### src/rtl/riscv_pkg.sv
// Shared RV32I encodings and writeback-stage state type.
package riscv_pkg;

    localparam logic [2:0] F3_LB  = 3'b000;
    localparam logic [2:0] F3_LH  = 3'b001;
    localparam logic [2:0] F3_LW  = 3'b010;
    localparam logic [2:0] F3_LBU = 3'b100;
    localparam logic [2:0] F3_LHU = 3'b101;

    typedef enum logic {
        WB_IDLE      = 1'b0,
        WB_LOAD_WAIT = 1'b1
    } wb_state_e;

endpackage

### src/rtl/load_align.sv
// Load data extraction: picks the addressed byte/half of an aligned word and extends it.
module load_align
    import riscv_pkg::*;
(
    input  logic [2:0]  funct3,
    input  logic [1:0]  addr,
    input  logic [31:0] rdata,
    output logic [31:0] data,
    output logic        misaligned
);

    logic [7:0]  byte_sel;
    logic [15:0] half_sel;

    always_comb begin
        byte_sel = 8'h00;
        case (addr)
            2'd0: byte_sel = rdata[7:0];
            2'd1: byte_sel = rdata[15:8];
            2'd2: byte_sel = rdata[23:16];
            default: byte_sel = rdata[31:24];
        endcase
        half_sel = addr[1] ? rdata[31:16] : rdata[15:0];
    end

    always_comb begin
        data       = rdata;
        misaligned = 1'b0;
        case (funct3)
            F3_LB:  data = {{24{byte_sel[7]}}, byte_sel};
            F3_LBU: data = {24'h0, byte_sel};
            F3_LH: begin
                data       = {{16{half_sel[15]}}, half_sel};
                misaligned = addr[0];
            end
            F3_LHU: begin
                data       = {16'h0, half_sel};
                misaligned = addr[0];
            end
            // LW and every unused encoding take the whole word
            default: misaligned = (addr != 2'b00);
        endcase
    end

endmodule

### src/rtl/mem_wb_writeback.sv
// MEM/WB pipeline register: waits on data-memory loads, extends load data and
// drives the register-file write port, plus retire counter and error flags.
module mem_wb_writeback
    import riscv_pkg::*;
#(
    parameter int LOAD_TIMEOUT = 16,
    parameter int CNT_W        = 64
) (
    input  logic             clk,
    input  logic             rst,
    input  logic             valid_m,
    input  logic             RegWrite_m,
    input  logic             MemRead_m,
    input  logic             MemToReg_m,
    input  logic [4:0]       rd_m,
    input  logic [2:0]       funct3_m,
    input  logic [31:0]      alu_result_m,
    input  logic             dmem_rvalid,
    input  logic [31:0]      dmem_rdata,
    output logic             stall_out,
    output logic             RegWrite_wb,
    output logic [4:0]       rd_wb,
    output logic [31:0]      wb_data_wb,
    output logic             misalign_err,
    output logic             timeout_err,
    output logic [CNT_W-1:0] instret_count,
    output logic             state_dbg
);

    // Handshake: MEM offers an instruction with valid_m; this stage accepts it
    // on any edge where valid_m=1 and stall_out=0. While stall_out=1 MEM must
    // hold valid_m and all *_m fields stable.

    localparam int CW = (LOAD_TIMEOUT > 2) ? $clog2(LOAD_TIMEOUT) : 1;
    localparam logic [CW-1:0] CNT_LAST = CW'(LOAD_TIMEOUT - 1);

    wb_state_e   state;
    logic [CW-1:0] wait_cnt;

    logic        is_load;
    logic        timeout_fire;
    logic        abandon;
    logic        capture;
    logic [31:0] ld_data;
    logic        ld_misaligned;
    logic        mis_load;
    logic [31:0] wdata_next;

    load_align u_load_align (
        .funct3     (funct3_m),
        .addr       (alu_result_m[1:0]),
        .rdata      (dmem_rdata),
        .data       (ld_data),
        .misaligned (ld_misaligned)
    );

    assign is_load      = valid_m & MemRead_m;
    assign timeout_fire = (state == WB_LOAD_WAIT) && (wait_cnt == CNT_LAST);
    assign stall_out    = rst & is_load & ~dmem_rvalid & ~timeout_fire;
    // A timed-out load leaves MEM (stall drops) but must not be written back
    assign abandon      = timeout_fire & ~dmem_rvalid;
    assign capture      = valid_m & ~stall_out & ~abandon;
    assign mis_load     = is_load & ld_misaligned;
    assign wdata_next   = MemToReg_m ? ld_data : alu_result_m;
    assign state_dbg    = state;

    always_ff @(posedge clk or negedge rst) begin
        if (!rst) begin
            state    <= WB_IDLE;
            wait_cnt <= '0;
        end else begin
            case (state)
                WB_IDLE: begin
                    wait_cnt <= '0;
                    if (is_load && !dmem_rvalid)
                        state <= WB_LOAD_WAIT;
                end
                default: begin
                    if (!is_load || dmem_rvalid || timeout_fire) begin
                        state    <= WB_IDLE;
                        wait_cnt <= '0;
                    end else begin
                        wait_cnt <= wait_cnt + 1'b1;
                    end
                end
            endcase
        end
    end

    always_ff @(posedge clk or negedge rst) begin
        if (!rst) begin
            RegWrite_wb   <= 1'b0;
            rd_wb         <= 5'd0;
            wb_data_wb    <= 32'd0;
            misalign_err  <= 1'b0;
            timeout_err   <= 1'b0;
            instret_count <= '0;
        end else begin
            RegWrite_wb  <= capture & RegWrite_m & ~mis_load & (rd_m != 5'd0);
            misalign_err <= capture & mis_load;
            if (capture) begin
                rd_wb      <= rd_m;
                wb_data_wb <= wdata_next;
            end
            if (abandon)
                timeout_err <= 1'b1;
            if (capture || abandon)
                instret_count <= instret_count + 1'b1;
        end
    end

endmodule

### config.mk
export PLATFORM = sky130hd
export DESIGN_NAME = mem_wb_writeback
export DESIGN_NICKNAME = d
export VERILOG_FILES = /design/src/rtl/riscv_pkg.sv /design/src/rtl/load_align.sv /design/src/rtl/mem_wb_writeback.sv
export SDC_FILE = /design/constraint.sdc
export NUM_CORES = 1
export LEC_CHECK = 0
export BUFFER_PORTS_ARGS = -buffer_cell sky130_fd_sc_hd__buf_2
export CORE_UTILIZATION = 50
export CTS_CLUSTER_DIAMETER = 40
export DETAILED_ROUTE_END_ITERATION = 12
export GPL_ROUTABILITY_DRIVEN = 0
export PLACE_DENSITY_LB_ADDON = 0.3
export SETUP_SLACK_MARGIN = 0.2
export SLEW_MARGIN = 40
export SYNTH_ARGS = -nofsm -noshare
export SYNTH_HDL_FRONTEND = slang
export SYNTH_SLANG_ARGS = --single-unit
### constraint.sdc
create_clock -name clk -period 4.3 [get_ports clk]
set_clock_uncertainty 0.05 [all_clocks]
set_input_delay 0.215 -clock clk [delete_from_list [all_inputs] [get_ports clk]]
set_output_delay 0.215 -clock clk [all_outputs]
set_load 0.01 [all_outputs]
# ---- Word level (Yosys, flattened, before mapping)
# Index checks and enable logic that the tools add are counted.
dict set report word_totals {
  reg_bits 109
  in_bits 79
  elab_cells 56
}
dict set report classes {
  add_sub_neg 2
  n_eq_ne 6
  mux 10
  bitwise 17
  n_reduce_logical 13
}
# operator n
set op_table {}
lappend op_table {{case mux 32 bit (4 select lines)} 1}
lappend op_table {{adder 64 x 1 -> 64 bit (second input constant)} 1}
lappend op_table {{2-to-1 mux 32 bit} 1}
lappend op_table {{case mux 8 bit (3 select lines)} 1}
lappend op_table {{2-to-1 mux 16 bit} 1}
lappend op_table {{AND 1 bit} 12}
lappend op_table {{2-to-1 mux 4 bit} 2}
lappend op_table {{== test 3 bit (second input constant)} 2}
lappend op_table {{NOT 1 bit} 5}
lappend op_table {{nonzero test 5 bit} 1}
lappend op_table {{adder 4 x 1 -> 4 bit (second input constant)} 1}
lappend op_table {{== test 4 bit (second input constant)} 1}
lappend op_table {{OR reduction 2 bit} 2}
lappend op_table {{== test 3 x 1 -> 1 bit (second input constant)} 1}
lappend op_table {{zero test 3 bit} 1}
lappend op_table {{logical OR 1 bit} 3}
lappend op_table {{2-to-1 mux 1 bit} 3}
lappend op_table {{== test 2 x 1 -> 1 bit (second input constant)} 1}
lappend op_table {{== test 2 bit (second input constant)} 1}
lappend op_table {{logical AND 1 bit} 2}
lappend op_table {{zero test 1 bit} 2}
lappend op_table {{zero test 2 bit} 1}
lappend op_table {{case mux 1 bit (2 select lines)} 1}
lappend op_table {{nonzero test 2 bit} 1}

# ---- Depth between registers and ports, before layout
dict set report logic_depth {
  depth_word 10
  depth_mapped 8
}

# ---- Hierarchy
# A second synthesis with hierarchy kept.
dict set report unflattened {
  cells_unflattened 596
  hier_area_um2 6054.6
}
# mod n_inst cells_each area_each_um2 seq_area_each_um2
set modules_own_cells {}
lappend modules_own_cells {mem_wb_writeback 1 460 5079.9 2727.6}
lappend modules_own_cells {load_align 1 136 974.7 0.0}

# ---- Worst setup path after synthesis
# Ideal clock, no wire load.
dict set report synth_path {
  path_kind {reg-to-reg}
  start {register instret_count[39]}
  end {register instret_count[63]}
  arrival_time_ns 1.961
  t_required_ns 4.171
  slack_ns 2.210
  stages_incl_launch_ff 7
  synth_period_minus_slack_ns 2.090
  cell_sequence {dfrtp_1 nand3_2 or3_1 buf_6 or4_4 nor3_2 xor2_1}
}
dict set report synth_between {
  elab_chain_len 1
}
# element line_no
set synth_lines {}
lappend synth_lines {{from (decl)} mem_wb_writeback.sv:26} ;# output logic [CNT_W-1:0] instret_count,
lappend synth_lines {{from (signal assigned)} mem_wb_writeback.sv:108} ;# instret_count <= instret_count + 1'b1;
lappend synth_lines {{adder 64 x 1 -> 64 bit} mem_wb_writeback.sv:108}
# Every way passes these cells.
# A chain may end at the register's enable or synchronous reset.

# ---- Worst setup path after layout
dict set report layout_path {
  start {register wait_cnt[0]}
  end {register instret_count[58]}
}
dict set report layout_between {
  elab_chain_len 8
  elab_cells_between_ends 10
  cone_classes {eq/ne: 1; bitwise: 7; reduce/logical: 2}
}
# element line_no
set layout_lines {}
lappend layout_lines {{from (decl)} mem_wb_writeback.sv:38} ;# logic [CW-1:0] wait_cnt;
lappend layout_lines {{from (signal assigned)} mem_wb_writeback.sv:83} ;# wait_cnt <= wait_cnt + 1'b1;
lappend layout_lines {{== test 4 bit *} mem_wb_writeback.sv:58} ;# assign timeout_fire = (state == WB_LOAD_WAIT) && (wait_cnt == CNT_LAST);
lappend layout_lines {{logical AND 1 bit *} mem_wb_writeback.sv:58}
lappend layout_lines {{NOT 1 bit} mem_wb_writeback.sv:59} ;# assign stall_out = rst & is_load & ~dmem_rvalid & ~timeout_fire;
lappend layout_lines {{AND 1 bit} mem_wb_writeback.sv:59}
lappend layout_lines {{NOT 1 bit} mem_wb_writeback.sv:62} ;# assign capture = valid_m & ~stall_out & ~abandon;
lappend layout_lines {{AND 1 bit (2 in series)} mem_wb_writeback.sv:62}
lappend layout_lines {{logical OR 1 bit *} mem_wb_writeback.sv:107} ;# if (capture || abandon)
# Mark *: on every way between the ends. The rest lies on a longest branch, timed or not.

==> flow_summary_export.csv <==
group,metric,value,unit
grt,grt_pass1_wl,23.5,mm
synthesis,async_flop_share,100,%
synthesis,synth-edff-count,0,
synthesis,ys_types,50,
cts,ctsLongestPathBuffers,2,
floorplan,core-area,10800,um2
cts,clkSinkCount,109,
grt,antenna_found_initial,0,
critical_path,critPathMaxStageDelay,0.61,ns
final_layout,multi_input_area,2660,um2
grt,gr-total-overflow,0,
grt,use_met3,4.84,%
synthesis,synth_area_leaders,"dfrtp_1 (49%), xor2_1 (5.7%), xnor2_1 (4.6%)",
timing,hold_viol,0,
synthesis,synth.avg_cell_area,9.50,um2
grt,busiest_layer,"met2",
cts,cts_setup_buffers,0,
power_and_ir_drop,power_density,318,nW/um2
critical_path,worstPathMaxFanout,12,
place,pre_cts_ws,1.58,ns
critical_path,crit_chain,"ha_1 > nand4_1 > o2bb2ai_1 > nand4_1 > nor4_1 > xor2_1",
critical_path,endpoint_kind,"register",
power_and_ir_drop,switching_share,31.1,%
detailed_routing,drtAntennaViolNets,0,
timing,fmax,367,MHz
synthesis,ys_warn_count,0,
cts,ctsResizeCount,0,
synthesis,yosysSeqAreaShare,49.2,%
synthesis,synth-xor-area-share,10.3,%
synthesis,synth_top_family_by_area,"simple AND/OR/NAND/NOR gates",
power_and_ir_drop,combPwrFrac,18.4,%
grt,grt_max_degree,58,
timing,period_share,63.4,%
synthesis,synth.largest_area_cell,"dfrtp_1",
power_and_ir_drop,p_clk_share,27.5,%
synthesis,ys_seq_elements,109,
critical_path,crit_type,"reg2reg",
synthesis,synthCells,584,
cts,tritoncts,"yes",
timing,relSlewSlack,43.1,%
detailed_routing,routed_wirelength,14.5,mm
grt,use_met1,34.8,%
synthesis,synth_ff_type,"dfrtp_1",
power_and_ir_drop,leakage,3.40,nW
worst_hold_path,hold_path.class,"in2reg",
synthesis,synth_area,5550,um2
power_and_ir_drop,ir_drop,0.000175,V
grt,grtUsageTotal,26.3,%
synthesis,synth_top_area_share,49.2,%
cts,clk_pin_slew,0.11,ns
timing,slew_violations,0,
detailed_routing,drt_iter0_drc,320,
floorplan,start_util,51.2,%
cts,cts_hold_buffers,6,
detailed_routing,first_pass_iters,5,
cts,clk_latency,0.38,ns
critical_path,path_common_cell,"nand4_1",
timing,layout_setup_ws,1.57,ns
critical_path,crit_family,"simple AND/OR/NAND/NOR gates",
power_and_ir_drop,power_switching,0.672,mW
place,post-dp-hpwl,10.7,mm
critical_path,cp_num_buf_inv,0,
synthesis,synth_mux_area_share,1.60,%
timing,rsz0062_at_grt,"no",
critical_path,startpoint_type,"register",
final_layout,nets,840,
synthesis,syn_nets,665,
final_layout,post-route-util,62.8,%
cts,cts_htree_levels,3,
final_layout,area_growth,22.6,%
cts,cts_buffers,9,
timing,period_minus_slack,2.73,ns
synthesis,synth_simple_gate_area_share,24.4,%
final_layout,fillCellCount,931,
cts,cts_root_buf,"clkbuf_8",
critical_path,critPathSlowestCell,"nand4_1",
run,cap_violations,0,
final_layout,drive_gt1_share,28.4,%
final_layout,seq_area,2730,um2
grt,grt_pass1_vias,4757,
detailed_routing,routed-via-count,4991,
place,portBuffers,184,
critical_path,cp.required,4.57,ns
synthesis,yosys.area_share.adder,0.451,%
timing,setup_viol,0,
detailed_routing,wl_per_cell,16.0,um
grt,grt_use_met2,43.6,%
timing,fin_tns_setup,0,ns
detailed_routing,vias_per_cell,5.52,
power_and_ir_drop,internal_power,1.49,mW
floorplan,die_area,11500,um2
timing,tightest_slew,0.851,ns
synthesis,synth_compound_area_share,10.8,%
floorplan,die_y,107,um
run_status,outcome,"complete, no violations",
floorplan,die_x,107,um
floorplan,io_pins,185,
floorplan,row_count,38,
detailed_routing,drcViolationCount,0,
final_layout,insertedDiodeCount,0,
critical_path,cp.arrival,2.99,ns
power_and_ir_drop,seqPwrFrac,54.1,%
-- power by group through the flow --
stage          logic (mW)  clock network (mW)  registers, mW
6_report            0.398               0.595           1.17
5_1_grt             0.442               0.657           1.18
4_1_cts             0.400               0.613           1.17
3_5_place_dp        0.397                   0           1.19
3_3_place_gp        0.385                   0           1.18
2_1_floorplan       0.168                   0           1.22
-- logic make-up after synthesis --
family | after synthesis
simple gates | 259
flops | 109
compound gates | 98
xor+xnor | 65
buf+inv | 46
mux | 5
fa+ha+maj | 2
-- state kept, by name (all words and copies together) (netlist names) --
signal and cells:
RegWrite_wb 1, instret_count 64, misalign_err 1, rd_wb 5
state_dbg 1, timeout_err 1, wait_cnt 4, wb_data_wb 32
-- per-layer routing --
layer | vias to the layer above | routed length [um]
li1 | 2399 | -
met3 | 18 | 973
met4 | 0 | 242
met5 | - | 0
met1 | 2387 | 6230
met2 | 187 | 7030
-- worst min-delay path: cells and delay by family --
family / cells / cell delay, ns
AOI/OAI and AO/OA: 1 / 0.06
buffers and inverters: 1 / 0.09
and+or+nand+nor: 1 / 0.04
-- layout by cell type (no fill, tap or decap), types with 9 or more instances in the layout --
master      n
buf_2     183
dfrtp_1   109
nor2_1     60
nand2_1    57
xor2_1     36
a21oi_1    32
xnor2_1    29
nand4_1    27
nor2b_1    24
o21ai_0    23
nand3_1    23
inv_1      19
nor3_1     16
a31oi_1    15
clkbuf_8    9
-- layout make-up --
class                   count  area share, %
clock inverters             7          0.864
multi-input cells         429           39.0
flip-flops and latches    109           40.1
clock buffers               9           1.82
inverters                  19           1.05
well taps                 140           2.57
repair buffers            191           14.6
-- cell usage after synthesis (2+ instances only) --
master / count
and3b_1: 6
nor3_1: 16
nand3b_1: 3
a22o_1: 2
or4_1: 4
o21ai_0: 23
xor2_1: 36
nand3_1: 23
and3_1: 7
a21oi_1: 32
nand4_1: 27
a22oi_1: 2
xnor2_1: 29
nor3b_1: 2
mux4_2: 3
inv_1: 19
nor2b_1: 24
a211oi_1: 6
clkbuf_1: 24
buf_2: 2
and4_1: 2
nor2_1: 60
ha_1: 2
o221ai_1: 6
nand2_1: 57
o2bb2ai_1: 3
nand2b_1: 7
and2_1: 4
dfrtp_1: 109
a31oi_1: 16
nor3_2: 2
nor4_1: 8
-- path summary, 6_finish.rpt --
kind | startpoint | cells after the start | slack (ns) | endpoint
worst max-delay path | wait_cnt[0] | 6 | 1.57 | instret_count[58]
worst min-delay path | RegWrite_m | 3 | 0.01 | RegWrite_wb
worst max register to register | wait_cnt[0] | 6 | 1.57 | instret_count[58]
worst min register to register | wait_cnt[0] | 1 | 0.42 | wait_cnt[0]
max in group asynchronous | rst | 3 | 2.67 | instret_count[43]
min in group asynchronous | rst | 2 | 0.37 | instret_count[25]
-- metrics by stage --
stage               hold WS, ns  power, mW  cell area, um2  cells
global placement          0.248       1.57            6550    882
CTS                     0.00305       2.18            6800    904
detailed placement        0.264       1.59            6560    882
finish                   0.0110       2.16            6800    904
global route             0.0343       2.28            6800    904
floorplan                -0.131       1.39            5550    584
(Power assumes the default switching activity.)
